## src/rtl/lbist_pkg.sv

```systemverilog
// lbist_pkg: shared types and constants for the LBIST signature path.
//   LBIST_W          signature / pattern width
//   LBIST_LFSR_POLY  default LFSR feedback tap mask (x^8+x^6+x^5+x^4+1)
//   LBIST_MISR_POLY  default MISR feedback tap mask
//   lbist_state_e    run-sequencer FSM states
//   lbist_fix_seed   maps an all-zero seed to 1 so the LFSR cannot lock up
package lbist_pkg;

  localparam int unsigned LBIST_W = 8;

  localparam logic [LBIST_W-1:0] LBIST_LFSR_POLY = 8'hB8;
  localparam logic [LBIST_W-1:0] LBIST_MISR_POLY = 8'hB8;

  typedef enum logic [1:0] {
    StIdle,
    StSeed,
    StRun,
    StDone
  } lbist_state_e;

  // An all-zero LFSR state is a fixed point, so it is never loaded.
  function automatic logic [LBIST_W-1:0] lbist_fix_seed(input logic [LBIST_W-1:0] seed);
    return (seed == '0) ? LBIST_W'(1) : seed;
  endfunction

endpackage

```

## src/rtl/lbist_misr.sv

```systemverilog
// lbist_misr: LBIST_W-bit shift register with polynomial feedback and a parallel data input.
// Used both as the response compactor (MISR) and, with data_i tied to zero, as the LFSR.
// Ports:
//   clk_i       clock
//   rst_ni      asynchronous active-low reset, clears the register
//   load_i      load load_val_i (has priority over en_i)
//   load_val_i  value to load
//   en_i        advance one step: {q[W-2:0], ^(q & Poly)} ^ data_i
//   data_i      data folded into the register on each step
//   sig_o       register contents
module lbist_misr
  import lbist_pkg::*;
#(
  parameter logic [LBIST_W-1:0] Poly = LBIST_MISR_POLY
) (
  input  logic               clk_i,
  input  logic               rst_ni,
  input  logic               load_i,
  input  logic [LBIST_W-1:0] load_val_i,
  input  logic               en_i,
  input  logic [LBIST_W-1:0] data_i,
  output logic [LBIST_W-1:0] sig_o
);

  logic [LBIST_W-1:0] sig_q, sig_d;

  always_comb begin
    sig_d = sig_q;
    if (load_i) begin
      sig_d = load_val_i;
    end else if (en_i) begin
      sig_d = {sig_q[LBIST_W-2:0], ^(sig_q & Poly)} ^ data_i;
    end
  end

  always_ff @(posedge clk_i or negedge rst_ni) begin
    if (!rst_ni) begin
      sig_q <= '0;
    end else begin
      sig_q <= sig_d;
    end
  end

  assign sig_o = sig_q;

endmodule

```

## src/rtl/lbist_sig_gen.sv

```systemverilog
// lbist_sig_gen: LBIST pattern source (LFSR) and response compactor (MISR) with a
// START/BUSY/SIG_VALID run sequencer. A run loads the seed, applies PATTERNS vectors on
// cut_in_o while absorbing cut_out_i, then pulses sig_valid_o with the signature on
// sig_out_o next to the golden value on sig_in_o.
// Optional feature: define LBIST_XMASK_EN to add x_mask_i; masked response bits are
// forced to zero before absorption.
// Ports:
//   clk_i        clock
//   rst_ni       asynchronous active-low reset
//   start_i      run request, sampled only in idle or done
//   cut_out_i    CUT response to the current cut_in_o
//   x_mask_i     (LBIST_XMASK_EN only) response bits to ignore
//   cut_in_o     current test pattern (LFSR register)
//   sig_in_o     golden signature (GOLDEN)
//   sig_out_o    MISR register
//   sig_valid_o  one-cycle pulse when sig_out_o holds the final signature
//   busy_o       high while seeding or running
//   pat_cnt_o    vectors absorbed in the current run
module lbist_sig_gen
  import lbist_pkg::*;
#(
  parameter int unsigned        PATTERNS  = 255,
  parameter logic [LBIST_W-1:0] SEED      = 8'hA5,
  parameter logic [LBIST_W-1:0] LFSR_POLY = LBIST_LFSR_POLY,
  parameter logic [LBIST_W-1:0] MISR_POLY = LBIST_MISR_POLY,
  parameter logic [LBIST_W-1:0] GOLDEN    = 8'h00
) (
  input  logic               clk_i,
  input  logic               rst_ni,
  input  logic               start_i,
  input  logic [LBIST_W-1:0] cut_out_i,
`ifdef LBIST_XMASK_EN
  input  logic [LBIST_W-1:0] x_mask_i,
`endif
  output logic [LBIST_W-1:0] cut_in_o,
  output logic [LBIST_W-1:0] sig_in_o,
  output logic [LBIST_W-1:0] sig_out_o,
  output logic               sig_valid_o,
  output logic               busy_o,
  output logic [LBIST_W-1:0] pat_cnt_o
);

  localparam logic [LBIST_W-1:0] SeedVal = lbist_fix_seed(SEED);
  localparam logic [LBIST_W-1:0] LastCnt = LBIST_W'(PATTERNS - 1);

  lbist_state_e       state_q;
  logic [LBIST_W-1:0] pat_cnt_q;
  logic               sig_valid_q;
  logic               busy_q;

  logic               seq_load;
  logic               seq_step;
  logic [LBIST_W-1:0] misr_data;

  always_ff @(posedge clk_i or negedge rst_ni) begin
    if (!rst_ni) begin
      state_q     <= StIdle;
      pat_cnt_q   <= '0;
      sig_valid_q <= 1'b0;
      busy_q      <= 1'b0;
    end else begin
      sig_valid_q <= 1'b0;
      unique case (state_q)
        StIdle: begin
          if (start_i) begin
            state_q <= StSeed;
            busy_q  <= 1'b1;
          end
        end
        StSeed: begin
          state_q   <= StRun;
          pat_cnt_q <= '0;
        end
        StRun: begin
          pat_cnt_q <= pat_cnt_q + LBIST_W'(1);
          if (pat_cnt_q == LastCnt) begin
            state_q     <= StDone;
            busy_q      <= 1'b0;
            sig_valid_q <= 1'b1;
          end
        end
        StDone: begin
          if (start_i) begin
            state_q <= StSeed;
            busy_q  <= 1'b1;
          end else begin
            state_q <= StIdle;
          end
        end
        default: begin
          state_q <= StIdle;
          busy_q  <= 1'b0;
        end
      endcase
    end
  end

  // Both registers load at the end of the seed cycle so the first run cycle
  // presents the seed pattern with an empty signature.
  assign seq_load = (state_q == StSeed);
  assign seq_step = (state_q == StRun);

`ifdef LBIST_XMASK_EN
  assign misr_data = cut_out_i & ~x_mask_i;
`else
  assign misr_data = cut_out_i;
`endif

  lbist_misr #(
    .Poly(LFSR_POLY)
  ) u_lfsr (
    .clk_i     (clk_i),
    .rst_ni    (rst_ni),
    .load_i    (seq_load),
    .load_val_i(SeedVal),
    .en_i      (seq_step),
    .data_i    ('0),
    .sig_o     (cut_in_o)
  );

  lbist_misr #(
    .Poly(MISR_POLY)
  ) u_misr (
    .clk_i     (clk_i),
    .rst_ni    (rst_ni),
    .load_i    (seq_load),
    .load_val_i('0),
    .en_i      (seq_step),
    .data_i    (misr_data),
    .sig_o     (sig_out_o)
  );

  assign sig_in_o    = GOLDEN;
  assign sig_valid_o = sig_valid_q;
  assign busy_o      = busy_q;
  assign pat_cnt_o   = pat_cnt_q;

endmodule
```

## config.mk

```make
export PLATFORM = sky130hd
export DESIGN_NAME = lbist_sig_gen
export DESIGN_NICKNAME = d
export VERILOG_FILES = /design/src/rtl/lbist_pkg.sv /design/src/rtl/lbist_misr.sv /design/src/rtl/lbist_sig_gen.sv
export SDC_FILE = /design/constraint.sdc
export NUM_CORES = 1
export LEC_CHECK = 0
export CAP_MARGIN = 10
export CORE_MARGIN = 2
export CORE_UTILIZATION = 48
export CTS_CLUSTER_DIAMETER = 100
export DETAILED_ROUTE_END_ITERATION = 16
export PLACE_DENSITY = 0.79
export SLEW_MARGIN = 30
export SYNTH_ARGS = -nofsm -noshare
export SYNTH_HDL_FRONTEND = slang
export SYNTH_HIERARCHICAL = 1
export SYNTH_SLANG_ARGS = --single-unit
```

## constraint.sdc

```tcl
create_clock -name clk_i -period 2.3 [get_ports clk_i]
set_clock_uncertainty 0.2 [all_clocks]
set_input_delay 0.46 -clock clk_i [delete_from_list [all_inputs] [get_ports clk_i]]
set_output_delay 0.46 -clock clk_i [all_outputs]
set_load 0.02 [all_outputs]
```

# Yosys cells after proc, flatten, opt, wreduce, memory -nomap -nowiden
# Index checks and enable logic that the tools add are counted.
classes:
  bitwise_logic: 1
  muxes: 14
  n_eq_ne: 7
  n_addsub: 1
  n_reduce_logical: 8
ops:
  columns: ["cell", "count"]
  rows:
  - ["$mux 8", 4]
  - ["$pmux 8 s2", 1]
  - ["$reduce_xor 8->1", 2]
  - ["$add 8x1->8 const B", 1]
  - ["$eq 8x8->1 const B", 1]
  - ["$pmux 2 s4", 1]
  - ["$xor 8x8->8", 1]
  - ["$mux 1", 5]
  - ["$eq 2x2->1 const B", 2]
  - ["$mux 2", 2]
  - ["$ne 2x1->1 const B", 2]
  - ["$reduce_bool 2->1", 2]
  - ["$reduce_and 3->1", 1]
  - ["$eq 2x1->1 const B", 1]
  - ["$logic_not 2->1", 1]
  - ["$ne 2x2->1 const B", 1]
  - ["$pmux 1 s2", 1]
  - ["$reduce_and 2->1", 1]
  - ["$reduce_or 2->1", 1]
totals:
  reg_bits: 28
  output_inout_bits: 34
  word_cells: 37

# Logic depth before layout (Yosys ltp)
# Gate-level depths: netlist of the first run.
depth:
  word_depth: 4
  depth_mapped: 7
  depth_no_buf: 6

# Cells and area by module
# The synthesis of the first run kept the hierarchy.
by_module_without_submodules:
  columns: ["mod", "area_each_um2", "instances", "seq_area_each_um2", "cells_each"]
  rows:
  - ["lbist_misr", 486.7, 2, 200.2, 46]
  - ["lbist_sig_gen", 733.2, 1, 300.3, 77]

# Worst setup path after synthesis of the first run
# Ideal clock, no wire load.
synth_timing:
  kind: "flip-flop to flip-flop"
  startpoint: "register state_q[0]"
  endpoint: "register pat_cnt_q[7], in the netlist pat_cnt_o[7]"
  n_path_buf: 1
  t_arrival_ns: 1.429
  stages_incl_launch_ff: 7
  slack_ns: 0.603
  path_cell_list: "dfrtp_1 inv_1 ha_1 clkbuf_2 nand2_1 or4_1 nand3_1"
synth_between:
  elab_chain_len: 2
  elab_cells_between_ends: 4
synth_rtl:
  columns: ["element", "line_no", "text"]
  rows:
  - ["from (decl)", "lbist_sig_gen.sv:46", "lbist_state_e state_q;"]
  - ["from (signal assigned)", "lbist_sig_gen.sv:57", "state_q <= StIdle;"]
  - ["from (signal assigned)", "lbist_sig_gen.sv:66", "state_q <= StSeed;"]
  - ["from (signal assigned)", "lbist_sig_gen.sv:71", "state_q <= StRun;"]
  - ["$eq 2x2->1 (*)", null, null]
  - ["net seq_step", "lbist_sig_gen.sv:52", "logic seq_step;"]
  - ["$pmux 8 s2 or $reduce_bool 2->1 (tied branches)", null, null]
  - ["to (signal assigned)", "lbist_sig_gen.sv:75", "pat_cnt_q <= pat_cnt_q + LBIST_W'(1);"]
  - ["to (decl)", "lbist_sig_gen.sv:47", "logic [LBIST_W-1:0] pat_cnt_q;"]
# Mark *: on every way through the listed nets, which the timed path passes. The rest lies on a longest branch.
# A chain may end at the register's enable or synchronous reset.

# Final worst setup path of the first run
layout_timing:
  startpoint: "register u_misr.sig_q[3], in the netlist u_misr/sig_o[3]"
  endpoint: "output port sig_out_o[3]"
layout_lines:
  columns: ["element", "line_no", "text"]
  rows:
  - ["from (decl)", "lbist_misr.sv:25", "logic [LBIST_W-1:0] sig_q, sig_d;"]
  - ["from (signal assigned)", "lbist_misr.sv:40", "sig_q <= sig_d;"]
  - ["to (decl)", "lbist_sig_gen.sv:37", "output logic [LBIST_W-1:0] sig_out_o,"]
# No word-level cell between the ends.

==> flow_metrics.py, run 1 <==
metrics = {
    "timing": {
        "post-route-period-util_pct": 91.7,
        "rsz0062_at_grt": "no",
        "setup_viol": 0,
        "post-route-min-period_ns": 2.11,
        "worst_slack_ns": 0.191,
        "final_max_slew_viol_count": 0,
        "tns_ns": 0,
        "whs_ns": 0.269,
        "max_freq_mhz": 474,
        "hold_violations": 0,
    },
    "logic_synthesis": {
        "ys_seq_area_share_pct": 41.1,
        "ys_async_sr_fraction_pct": 100,
        "synthFlopType": "dfrtp_1",
        "yosysWarnings": 6,
        "syn_inst": 169,
        "synth_seq_cells": 28,
        "synth_edf_count": 0,
        "syn_area_sq_um": 1710,
        "ys_types": 35,
        "syn-mean-instance-area_sq_um": 10.1,
    },
    "place": {
        "place_ws_ns": 0.318,
        "gp_congestion": 0.857,
        "portBuffers": 36,
        "dp_hpwl_um": 2360,
        "placed_cells": 270,
    },
    "critical_path": {
        "critPathKind": "flip-flop to output pin",
        "cpMaxStageDelayCell": "clkdlybuf4s50_1",
        "critical_path.startpoint_type": "flip-flop",
        "critical_path.max_stage_delay_ns": 0.64,
        "end_kind": "output pin",
        "worst-path-buf-inv": 1,
        "path_delay_family": "buffers and inverters",
        "cp_max_fo": 4,
        "critPathRequiredTime_ns": 1.64,
        "cp_cell_sequence": "clkdlybuf4s50_1",
        "arrival_ns": 1.45,
    },
    "clock_network": {
        "cts-root-buf": "clkbuf_4",
        "h-tree-depth": 1,
        "cts_buffer_depth": 2,
        "cts_setup_buffers": 0,
        "cts_tree": "built",
        "clk_pin_slew_ns": 0.16,
        "cts_buffers": 3,
        "postCtsResizedCells": 0,
        "holdBufCountCts": 0,
        "clock_latency_ns": 0.34,
        "cts.sinks": 28,
    },
    "routing": {
        "post_drt_wl_per_cell_um": 12.1,
        "firstDrtPassIters": 4,
        "drc": 0,
        "final_antenna_net_count": 0,
        "routed_wl_um": 3300,
        "drt-initial-drc-count": 72,
        "viasPerCell": 4.90,
        "vias": 1342,
    },
    "floorplan": {
        "die-area_sq_um": 4050,
        "rows": 21,
        "ios": 45,
        "initial_core_util_pct": 50.7,
        "die_y_um": 63.6,
        "die_w_um": 63.6,
        "core_sq_um": 3360,
    },
    "global_routing": {
        "grt_usage_pct": 17.4,
        "grt_pass1_wl_um": 5630,
        "globalRouteMet3Util_pct": 3.93,
        "first_global_vias": 1261,
        "grt_start_max_net_pins": 29,
        "grt_util_met2_pct": 29.1,
        "gr-usage-met1_pct": 22.7,
        "antenna_found_initial": 0,
        "top_usage_layer": "met2",
        "gr-total-overflow": 0,
    },
    "cells_and_area": {
        "diodes": 0,
        "final_cell_mix": "clkdlybuf4s50_1 (36), conb_1 (32), dfrtp_1 (28)",
        "drive_above_1_share_pct": 5.26,
        "area_growth_pct": 30.2,
        "layout_commonest_cell": "clkdlybuf4s50_1",
        "fin_cells": 274,
        "nets": 247,
    },
    "hold_path": {
        "hp-class": "input port to asynchronous set/reset pin",
    },
    "power_and_ir_drop": {
        "powerDensity_nw_per_um2": 1300,
        "power_leakage_nw": 1.02,
        "power_mw": 2.89,
        "irDropWorstVdd_v": 0.000925,
    },
    "status": {
        "status": "completed",
    },
    "run": {
        "maxCapViolCount": 0,
    },
}
==> routing by layer <==
metal,vias to the layer above,part of all wire [%]
met5,-,0
met4,0,0.67
met3,2,4.8
met2,38,48
met1,638,46
li1,664,-
==> sequential cells by signal (all words and copies together), names as in the netlist <==
register / cells
sig_valid_o: 1
pat_cnt_o: 8
busy_o: 1
state_q: 2
u_misr/sig_o: 8
u_lfsr/sig_o: 8
==> logic make-up after synthesis <==
family,synth area share (%)
adders and majority gates,5.13
other,0.440
muxes,10.6
buffers and inverters,7.04
xor gates and xnor gates,11.9
and+or+nand+nor,13.0
DFF,41.1
AOI/OAI and AO/OA,10.9
==> power by group <==
group | leakage, nW | internal, mW | switching, mW | total (mW)
sequential | 0.352 | 0.683 | 0.205 | 0.889
clock | 0.0279 | 0.176 | 0.147 | 0.324
combinational | 0.640 | 0.806 | 0.873 | 1.68
total | 1.02 | 1.67 | 1.23 | 2.89
==> path summary, 6_finish.rpt <==
path | slack [ns] | to | start | cells after the start
setup / recovery | 0.19 | sig_out_o[3] | u_misr/sig_o[3]$_DFFE_PN0P_ | 1
hold / removal | 0.27 | u_misr/sig_o[5]$_DFFE_PN0P_ | rst_ni | 2
setup reg to reg | 0.28 | u_lfsr/sig_o[0]$_DFFE_PN0P_ | state_q[0]$_DFFE_PN0P_ | 5
hold reg to reg | 0.36 | pat_cnt_o[6]$_DFFE_PN0P_ | pat_cnt_o[6]$_DFFE_PN0P_ | 1
max in group asynchronous | 1.34 | pat_cnt_o[0]$_DFFE_PN0P_ | rst_ni | 2
min in group clk_i | 0.36 | pat_cnt_o[6]$_DFFE_PN0P_ | pat_cnt_o[6]$_DFFE_PN0P_ | 1
==> worst reg2reg max path, stage by stage, from the launching register on <==
cell	delay (ns)
dfrtp_1	0.43
inv_1	0.15
ha_1	0.43
buf_4	0.35
nor4b_1	0.27
nand3b_1	0.15
==> metrics by stage <==
step | instance area [sq um] | utilization, %
after floorplan | 1820 | -
after global placement | 2170 | 64.5
after detailed placement | 2170 | 64.5
after CTS | 2220 | 66.1
after global routing | 2220 | 66.1
final | 2220 | 66.1
==> synth_stat cells (2+ instances only) <==
| cell type | instances | area share, % |
|---|---|---|
| buf_2 | 2 | 0.59 |
| nand3_1 | 5 | 1.5 |
| nand2_1 | 21 | 4.6 |
| nor3b_1 | 2 | 0.88 |
| nor4b_1 | 2 | 1.0 |
| conb_1 | 2 | 0.44 |
| clkbuf_1 | 2 | 0.44 |
| xnor2_2 | 2 | 1.9 |
| inv_1 | 6 | 1.3 |
| and3_1 | 2 | 0.73 |
| o31ai_1 | 2 | 0.88 |
| nand3b_1 | 2 | 0.88 |
| dfrtp_1 | 28 | 41 |
| xor3_1 | 2 | 2.8 |
| xor2_1 | 14 | 7.2 |
| buf_4 | 10 | 4.4 |
| o21ai_0 | 19 | 5.6 |
| mux2i_1 | 18 | 11 |
| a21oi_1 | 5 | 1.5 |
| ha_1 | 7 | 5.1 |
| nand4b_1 | 2 | 1.0 |
==> final cells by class <==
cell class | instances | area [sq um]
fillers | 299 | 1140
multi-input cells | 150 | 998
flip-flops and latches | 28 | 701
inverters | 6 | 22.5
clock inverters | 1 | 30.0
clock buffers | 3 | 22.5
well taps | 46 | 57.6
repair buffers | 40 | 390
(Power assumes the default switching activity.)
==> run 2, diff against run 1 <==
CORE_ASPECT_RATIO = 0.75   (was not set)
CORE_UTILIZATION = 46   (was 48)
SYNTH_HIERARCHICAL = not set   (was 1)
==> run 2 against run 1 <==
Compared with the run above:
- cell count decreased by 18%
- hold slack improved by 0.077 ns
- die area decreased by 8.2%
- count of clock-buffer cells in the layout increased by 1
- sequential cell count unchanged
- clock power decreased by 7.7%
- critical endpoint is now pat_cnt_o[3]
==> flow_metrics.py, run 2 <==
metrics = {
    "status": {
        "status": "completed",
    },
    "critical_path": {
        "end_kind": "output pin",
        "arrival_ns": 1.37,
        "worst-path-buf-inv": 1,
        "path_delay_family": "buffers and inverters",
        "critical_path.startpoint_type": "flip-flop",
        "cp_cell_sequence": "clkdlybuf4s50_1",
        "critPathKind": "flip-flop to output pin",
        "critical_path.max_stage_delay_ns": 0.64,
        "critPathRequiredTime_ns": 1.64,
        "cp_max_fo": 6,
        "cpMaxStageDelayCell": "clkdlybuf4s50_1",
    },
    "clock_network": {
        "postCtsResizedCells": 0,
        "cts_setup_buffers": 0,
        "clock_latency_ns": 0.27,
        "clk_pin_slew_ns": 0.09,
        "cts_buffer_depth": 2,
        "cts-root-buf": "clkbuf_8",
        "cts.sinks": 28,
        "h-tree-depth": 1,
        "holdBufCountCts": 0,
        "cts_buffers": 3,
        "cts_tree": "built",
    },
    "routing": {
        "firstDrtPassIters": 4,
        "viasPerCell": 5.17,
        "final_antenna_net_count": 0,
        "drc": 0,
        "drt-initial-drc-count": 107,
        "post_drt_wl_per_cell_um": 13.5,
        "vias": 1169,
        "routed_wl_um": 3060,
    },
    "logic_synthesis": {
        "synth_top_area_share_pct": 47.0,
        "yosys.area.top_type": "dfrtp_1",
        "syn_inst": 151,
        "syn_area_sq_um": 1490,
        "synth_edf_count": 0,
        "syn-mean-instance-area_sq_um": 9.87,
        "synthFlopType": "dfrtp_1",
        "ys_seq_area_share_pct": 47.0,
        "ys_async_sr_fraction_pct": 100,
        "synth.most_common_cell": "dfrtp_1",
        "synth_seq_cells": 28,
        "synth_common_cells": "dfrtp_1 (28), inv_1 (17), xnor2_1 (11)",
        "ys_types": 34,
        "synth_area_leaders": "dfrtp_1 (47%), xnor2_1 (6.5%), ha_1 (5.9%), inv_1 (4.3%), buf_4 (4.0%)",
        "yosysWarnings": 0,
    },
    "global_routing": {
        "grt_pass1_wl_um": 4960,
        "antenna_found_initial": 0,
        "first_global_vias": 1068,
        "gr-total-overflow": 0,
        "grt_start_max_net_pins": 29,
        "grt_usage_pct": 17.3,
    },
    "power_and_ir_drop": {
        "power_leakage_nw": 0.869,
        "powerDensity_nw_per_um2": 802,
        "irDropWorstVdd_v": 0.000489,
    },
    "place": {
        "placed_cells": 222,
        "dp_hpwl_um": 2330,
        "portBuffers": 36,
        "gp_congestion": 0.860,
    },
    "floorplan": {
        "core_sq_um": 3020,
        "die_w_um": 69.7,
        "die-area_sq_um": 3720,
        "die_y_um": 53.3,
        "rows": 17,
        "ios": 45,
        "initial_core_util_pct": 49.3,
    },
    "timing": {
        "post-route-period-util_pct": 88.2,
        "hold_violations": 0,
        "max_freq_mhz": 493,
        "final_max_slew_viol_count": 0,
        "post-route-min-period_ns": 2.03,
        "rsz0062_at_grt": "no",
        "setup_viol": 0,
        "tns_ns": 0,
    },
    "hold_path": {
        "hp-class": "input port to asynchronous set/reset pin",
    },
    "cells_and_area": {
        "utilization_pct": 63.4,
        "diodes": 0,
        "nets": 207,
        "fillers": 245,
        "fin_cells": 226,
        "final_cell_mix": "clkdlybuf4s50_1 (36), dfrtp_1 (28), inv_1 (17)",
        "area_growth_pct": 28.5,
        "layout_commonest_cell": "clkdlybuf4s50_1",
        "drive_above_1_share_pct": 5.32,
    },
    "run": {
        "maxCapViolCount": 0,
    },
}
[run 2: worst paths after layout]
check / startpoint / end / slack, ns / cells after the start
worst min-delay path: rst_ni / u_misr.sig_o[2]$_DFFE_PN0P_ / 0.35 / 2
worst max-delay path: pat_cnt_o[3]$_DFFE_PN0P_ / pat_cnt_o[3] / 0.27 / 1
worst min register to register: u_lfsr.sig_o[6]$_DFFE_PN0P_ / u_lfsr.sig_o[6]$_DFFE_PN0P_ / 0.35 / 2
max in group asynchronous: rst_ni / u_lfsr.sig_o[3]$_DFFE_PN0P_ / 1.29 / 2
min in group clk_i: u_lfsr.sig_o[6]$_DFFE_PN0P_ / u_lfsr.sig_o[6]$_DFFE_PN0P_ / 0.35 / 2
worst max register to register: state_q[0]$_DFFE_PN0P_ / pat_cnt_o[5]$_DFFE_PN0P_ / 0.29 / 5
[run 2: layer usage]
metal  track usage (%)  part of all wire, %  up-vias  routed length, um
li1                  -                    -      567                  -
met1              23.6                   45      546               1380
met2              29.5                   48       46               1460
met3              2.86                  5.4       10                165
met4              3.85                  1.8        0                 55
met5                 0                    0        -                  0
[run 2: power breakdown]
part / switching (mW) / internal [mW] / leakage [nW]
sequential: 0.0861 / 0.568 / 0.353
combinational: 0.257 / 0.327 / 0.487
clock: 0.146 / 0.153 / 0.0288
total: 0.490 / 1.05 / 0.869
[run 2: logic make-up after synthesis]
logic type	Yosys count	synth area share (%)
other cells	1	0.252
mux	3	2.35
buf+inv	31	10.3
compound gates	34	13.9
xor+xnor	13	8.56
fa+ha+maj	7	5.88
simple gates	34	11.7
flops	28	47.0
[run 2: final cells by class]
cell class	count	area, sq um	area share, %
multi-input combinational	99	662	34.6
inverter	18	67.6	3.53
tap	38	47.5	2.48
clock buffer	4	55.1	2.87
sequential	28	701	36.6
timing repair buffer	39	383	20.0
[run 2: metrics by stage]
| stage | cell area, sq um | total power, mW | setup WS [ns] | hold slack (ns) |
|---|---|---|---|---|
| 2_1_floorplan | 1520 | 1.02 | 0.610 | -0.0356 |
| 3_3_place_gp | 1860 | 1.22 | 0.431 | 0.315 |
| 3_5_place_dp | 1860 | 1.25 | 0.319 | 0.339 |
| 4_1_cts | 1920 | 1.55 | 0.275 | 0.351 |
| 5_1_grt | 1920 | 1.62 | 0.119 | 0.373 |
| 6_report | 1920 | 1.54 | 0.271 | 0.346 |
==> run 3, diff against run 2 <==
CTS_CLUSTER_DIAMETER = not set   (was 100)
==> results of run 3 <==
Same layout as run 2: the final DEF is identical, and so are final timing and power.
==> RTL edit 1: new RTL, flow settings as in run 3 <==
Add a define of `LBIST_XMASK_EN`.
--- a/src/rtl/lbist_sig_gen.sv
+++ b/src/rtl/lbist_sig_gen.sv
@@ -18,2 +18,4 @@
 //   pat_cnt_o    vectors absorbed in the current run
+`define LBIST_XMASK_EN
+
 module lbist_sig_gen
Interface: changed (added x_mask_i); port bits go from 45 to 53. No check against the original RTL was run, so the function may have changed too.
==> RTL edit 1 against run 3 <==
- cell area grew 6.1%
- critical path type unchanged
- synthesized area increased by 1.7%
- sequential share of layout area decreased by 2.1 points
- routed wire length is 9.2% higher
- setup slack worse by 0.0090 ns
- sequential cell count is the same
- global-route usage increased by 0.49 points
- largest cell class is now multi-input combinational cells
Power is not compared: it rests on default switching activity, and its combinational part moved more than twofold at a synthesized area within 25%.
==> RTL edit 1: results (changes against run 3) <==
- Status: finished, final reports clean
- Grt met3 use: 0.04120 (+0.01263)
- Hold_ws: 0.3479 ns (+0.002042 ns)
- Multi-input combinational area share: 0.3590 (+0.01346)
- Post-DP HPWL: 2530 um (+8.7%)
- Ranking of synthesized cells by area: dfrtp_1, xnor2_1, ha_1
- Clock buf/inv share: 0.02709 (-0.001646)
- Metal3 WL: 103 um (-38%)
- Hold Crit Class: reg2reg
- Crit path capture: pat_cnt_o[1]
- R2R Path End: u_lfsr.sig_o[0]$_DFFE_PN0P_
- Worst R2R Setup Slack: 0.37 ns (+0.08 ns)
- Multi-input logic area: 729.5 um^2 (+10%)
- Mean Syn Cell Area: 10.38 um^2 (+5.2%)
- Met2 wire length: 1624 um (+11%)
- GPL Wtd Cong: 0.7982 (-7.2%)
- First-pass GRT wire length: 5161 um (+4.0%)
- Sequential area share after synthesis: 0.4624 (-0.007765)
- Signal inverters: 9 (-9)
- Delay-heaviest family, CP: buffers and inverters
- Htree depth: 1 (unchanged)
- Met1 wire length: 1583 um (+15%)
- Reg-to-reg startpoint: state_q[1]$_DFFE_PN0P_
- Nets: 219 (+5.8%)
- Multi-input gates: 104 (+5.1%)
- Worst slack, placed: 0.4130 ns (+0.09373 ns)
- Post-CTS setup buffer count: 0 (unchanged)
- IO buf count: 44 (+22%)
- Share of cells above drive strength 1: 0.06771 (+0.01452)
- Non-CTS buffers: 47 (+21%)
- Grt met2 use: 0.2987 (+0.003870)
- Post-synth top cells: dfrtp_1, xnor2_1, o2bb2ai_1
- Clock Latency Late Sink: 0.28 ns
- Warnings, synthesis: 0 (unchanged)
- Placed insts: 228 (+2.7%)
- Post-DP Area: 1977 um^2 (+6.3%)
- FF/Latch Area: 700.7 um^2 (unchanged)
- Fill count: 255 (+4.1%)
- Via count: 1218 (+4.2%)
- Setup crit start: pat_cnt_o[1]$_DFFE_PN0P_
- DR iter-0 viols: 30 (-72%)
- Vias in the first global route: 1083 (+1.4%)
- GR met1 Demand/Resource: 0.2361 (about the same)
- Period utilization: 0.8862 (+0.003927)
- Total Routing Usage GR: 0.1778 (+0.004888)
- DR WL/cell: 14.39 um (+6.4%)
- Antenna violations before repair: 0 (unchanged)
- NonClk Buf Share: 0.2278 (+0.02796)
- Final WL: 3339 um (+9.2%)
-- RTL edit 1: cell types whose count changed after synthesis, moves of 3 or more --
cell              run 3  this run
o21ai_0               1         8
nor2b_1               1         8
o22ai_1               9         0
inv_1                17         8
o2bb2ai_1             0         9
clkbuf_1              4         1
a21o_1                3         0
and3_2                0         3
nor3_1                3         0
o21ai_1               9         0
-- RTL edit 1: kinds of logic (layout without fill, tap and decap cells) --
logic type,Yosys count,in the layout,share of synthesized area
xor+xnor,14,14,0.08093
other cells,1,8,0.002475
simple gates,39,39,0.1486
fa+ha+maj,7,7,0.05780
mux,3,3,0.01982
buf+inv,21,60,0.07349
flops,28,28,0.4624
compound gates,33,33,0.1544
-- RTL edit 1: power by group through the flow --
stage	clock network (mW)	registers [mW]	logic, mW
after floorplan	0	1.00	0.860
after global placement	0	0.853	1.51
after detailed placement	0	0.864	1.56
after CTS	0.312	0.854	1.57
after global routing	0.333	0.880	1.71
final	0.308	0.855	1.57
==> RTL edit 2: new RTL, config.mk and constraints of run 3 <==
Without the edit above. Add an input register stage for `start_i`, cleared by the reset; this delays it by one clock. The other inputs are not delayed to match.
--- a/src/rtl/lbist_sig_gen.sv
+++ b/src/rtl/lbist_sig_gen.sv
@@ -45,2 +45,12 @@
 
+  logic start_q;
+
+  always_ff @(posedge clk_i or negedge rst_ni) begin
+    if (!rst_ni) begin
+      start_q <= '0;
+    end else begin
+      start_q <= start_i;
+    end
+  end
+
   lbist_state_e       state_q;
@@ -64,3 +74,3 @@
         StIdle: begin
-          if (start_i) begin
+          if (start_q) begin
             state_q <= StSeed;
@@ -82,3 +92,3 @@
         StDone: begin
-          if (start_i) begin
+          if (start_q) begin
             state_q <= StSeed;
Function: changed (Yosys sat finds a counterexample within 4 cycles, from zero or initial values and one cycle with rst_ni low).
==> RTL edit 2 against run 3 <==
- fmax is 0.56% lower
- setup slack worse by 0.011 ns
- hold slack better by 0.0055 ns
- synthesized area is 1.7% higher
- critical endpoint is now pat_cnt_o[2]
- sequential cell count is 1 higher
- cell area is 2.9% higher
- utilization is 2.2 points lower
- routed wire length is 4.0% higher
- largest cell class unchanged
Power is not compared: it rests on default switching activity, and its combinational part moved more than twofold at a synthesized area within 25%.
==> RTL edit 2: results (changes against run 3) <==
- Ranking of synthesized cells by area: dfrtp_1, xnor2_1, ha_1
- Nets: 210 (+1.4%)
- Status: finished, final reports clean
- Pwr dens: 1494 nW/um^2
- Via count: 1146 (-2.0%)
- Final WL: 3181 um (+4.0%)
- DR WL/cell: 13.65 um (+0.90%)
- Period utilization: 0.8872 (+0.004943)
- Post-DP HPWL: 2382 um (+2.4%)
- Post-synth ARST share: 1.000 (unchanged)
- Reg clk slew, reported paths: 0.06 ns (-0.03 ns)
- Antenna cells: 0 (unchanged)
- Setup crit start: pat_cnt_o[2]$_DFFE_PN0P_
- DR iter-0 viols: 79 (-26%)
- Post-synth top cells: dfrtp_1, inv_1, xnor2_1
- Total Routing Usage GR: 0.1860 (+0.01303)
- Fill count: 278 (+13%)
- Worst slack, placed: 0.2974 ns (-0.02182 ns)
- Post-DP Area: 1888 um^2 (+1.5%)
- Delay-heaviest family, CP: buffers and inverters
- Worst endpoint data arrival time: 1.38 ns
- GPL Wtd Cong: 0.8032 (-6.6%)
- Worst R2R Setup Slack: 0.26 ns (-0.03 ns)
- Largest net degree at the start of global routing: 30 (+3.4%)
- Leakage: 0.8778 nW
- Sequential area share after synthesis: 0.4789 (+0.008750)
- Htree depth: 2 (+1)
- Ys flop type: dfrtp_1
- Crit path capture: pat_cnt_o[2]
- Num CTS Buffers: 5 (+2)
- Gate Count Post-Synth: 152 (+0.66%)
- R2R Path End: pat_cnt_o[5]$_DFFE_PN0P_
- First-pass GRT wire length: 5278 um (+6.4%)
- Share of cells above drive strength 1: 0.06736 (+0.01417)
- Antenna violations before repair: 0 (unchanged)
## RTL edit 2: cell types whose count changed after synthesis, sizes merged
cell   change
dfrtp      +1
## RTL edit 2: where the power goes
part	switching, mW	leakage, nW	total, mW	internal, mW
Sequential	0.184	0.366	0.885	0.700
Combinational	0.876	0.467	1.66	0.787
Clock	0.188	0.0450	0.397	0.209
## RTL edit 2: how the worst min path moves through the flow
stage                                      startpoint                          end  slack, ns  cells after the start
after floorplan                                rst_ni           busy_o$_DFFE_PN0P_      -0.04                      0
after global placement    u_lfsr.sig_o[0]$_DFFE_PN0P_  u_lfsr.sig_o[0]$_DFFE_PN0P_       0.33                      1
after detailed placement  u_lfsr.sig_o[0]$_DFFE_PN0P_  u_lfsr.sig_o[0]$_DFFE_PN0P_       0.34                      1
after CTS                 u_lfsr.sig_o[0]$_DFFE_PN0P_  u_lfsr.sig_o[0]$_DFFE_PN0P_       0.36                      1
after global routing                           rst_ni  u_misr.sig_o[0]$_DFFE_PN0P_       0.38                      2
final                                          rst_ni  u_misr.sig_o[0]$_DFFE_PN0P_       0.35                      2
## RTL edit 2: layer usage
layer / routed length [um] / vias to the layer above / part of all wire / GRT usage
li1: - / 577 / - / -
met1: 1463 / 539 / 0.46 / 0.2263
met2: 1544 / 25 / 0.49 / 0.3129
met3: 126 / 5 / 0.040 / 0.05243
met4: 47 / 0 / 0.015 / 0.08974
met5: 0 / - / 0 / 0
## RTL edit 2: cell families after synthesis
kind of cell	synth area share
adders and majority gates	0.05780
buffers and inverters	0.1016
muxes	0.02312
xor gates and xnor gates	0.08423
AOI/OAI and AO/OA	0.1371
other	0.002475
DFF	0.4789
and+or+nand+nor	0.1148
## RTL edit 2: metrics by stage
stage | total power [mW] | hold WS [ns]
2_1_floorplan | 2.019 | -0.03559
3_3_place_gp | 2.462 | 0.3337
3_5_place_dp | 2.549 | 0.3428
4_1_cts | 2.959 | 0.3559
5_1_grt | 3.162 | 0.3833
6_report | 2.945 | 0.3514
## RTL edit 2: layout make-up
cell class	instances	share of cell area
clock inverters	2	0.005079
flip-flops and latches	29	0.3683
multi-input cells	99	0.3359
inverters	18	0.03429
clock buffers	6	0.03683
well taps	40	0.02540
repair buffers	39	0.1943
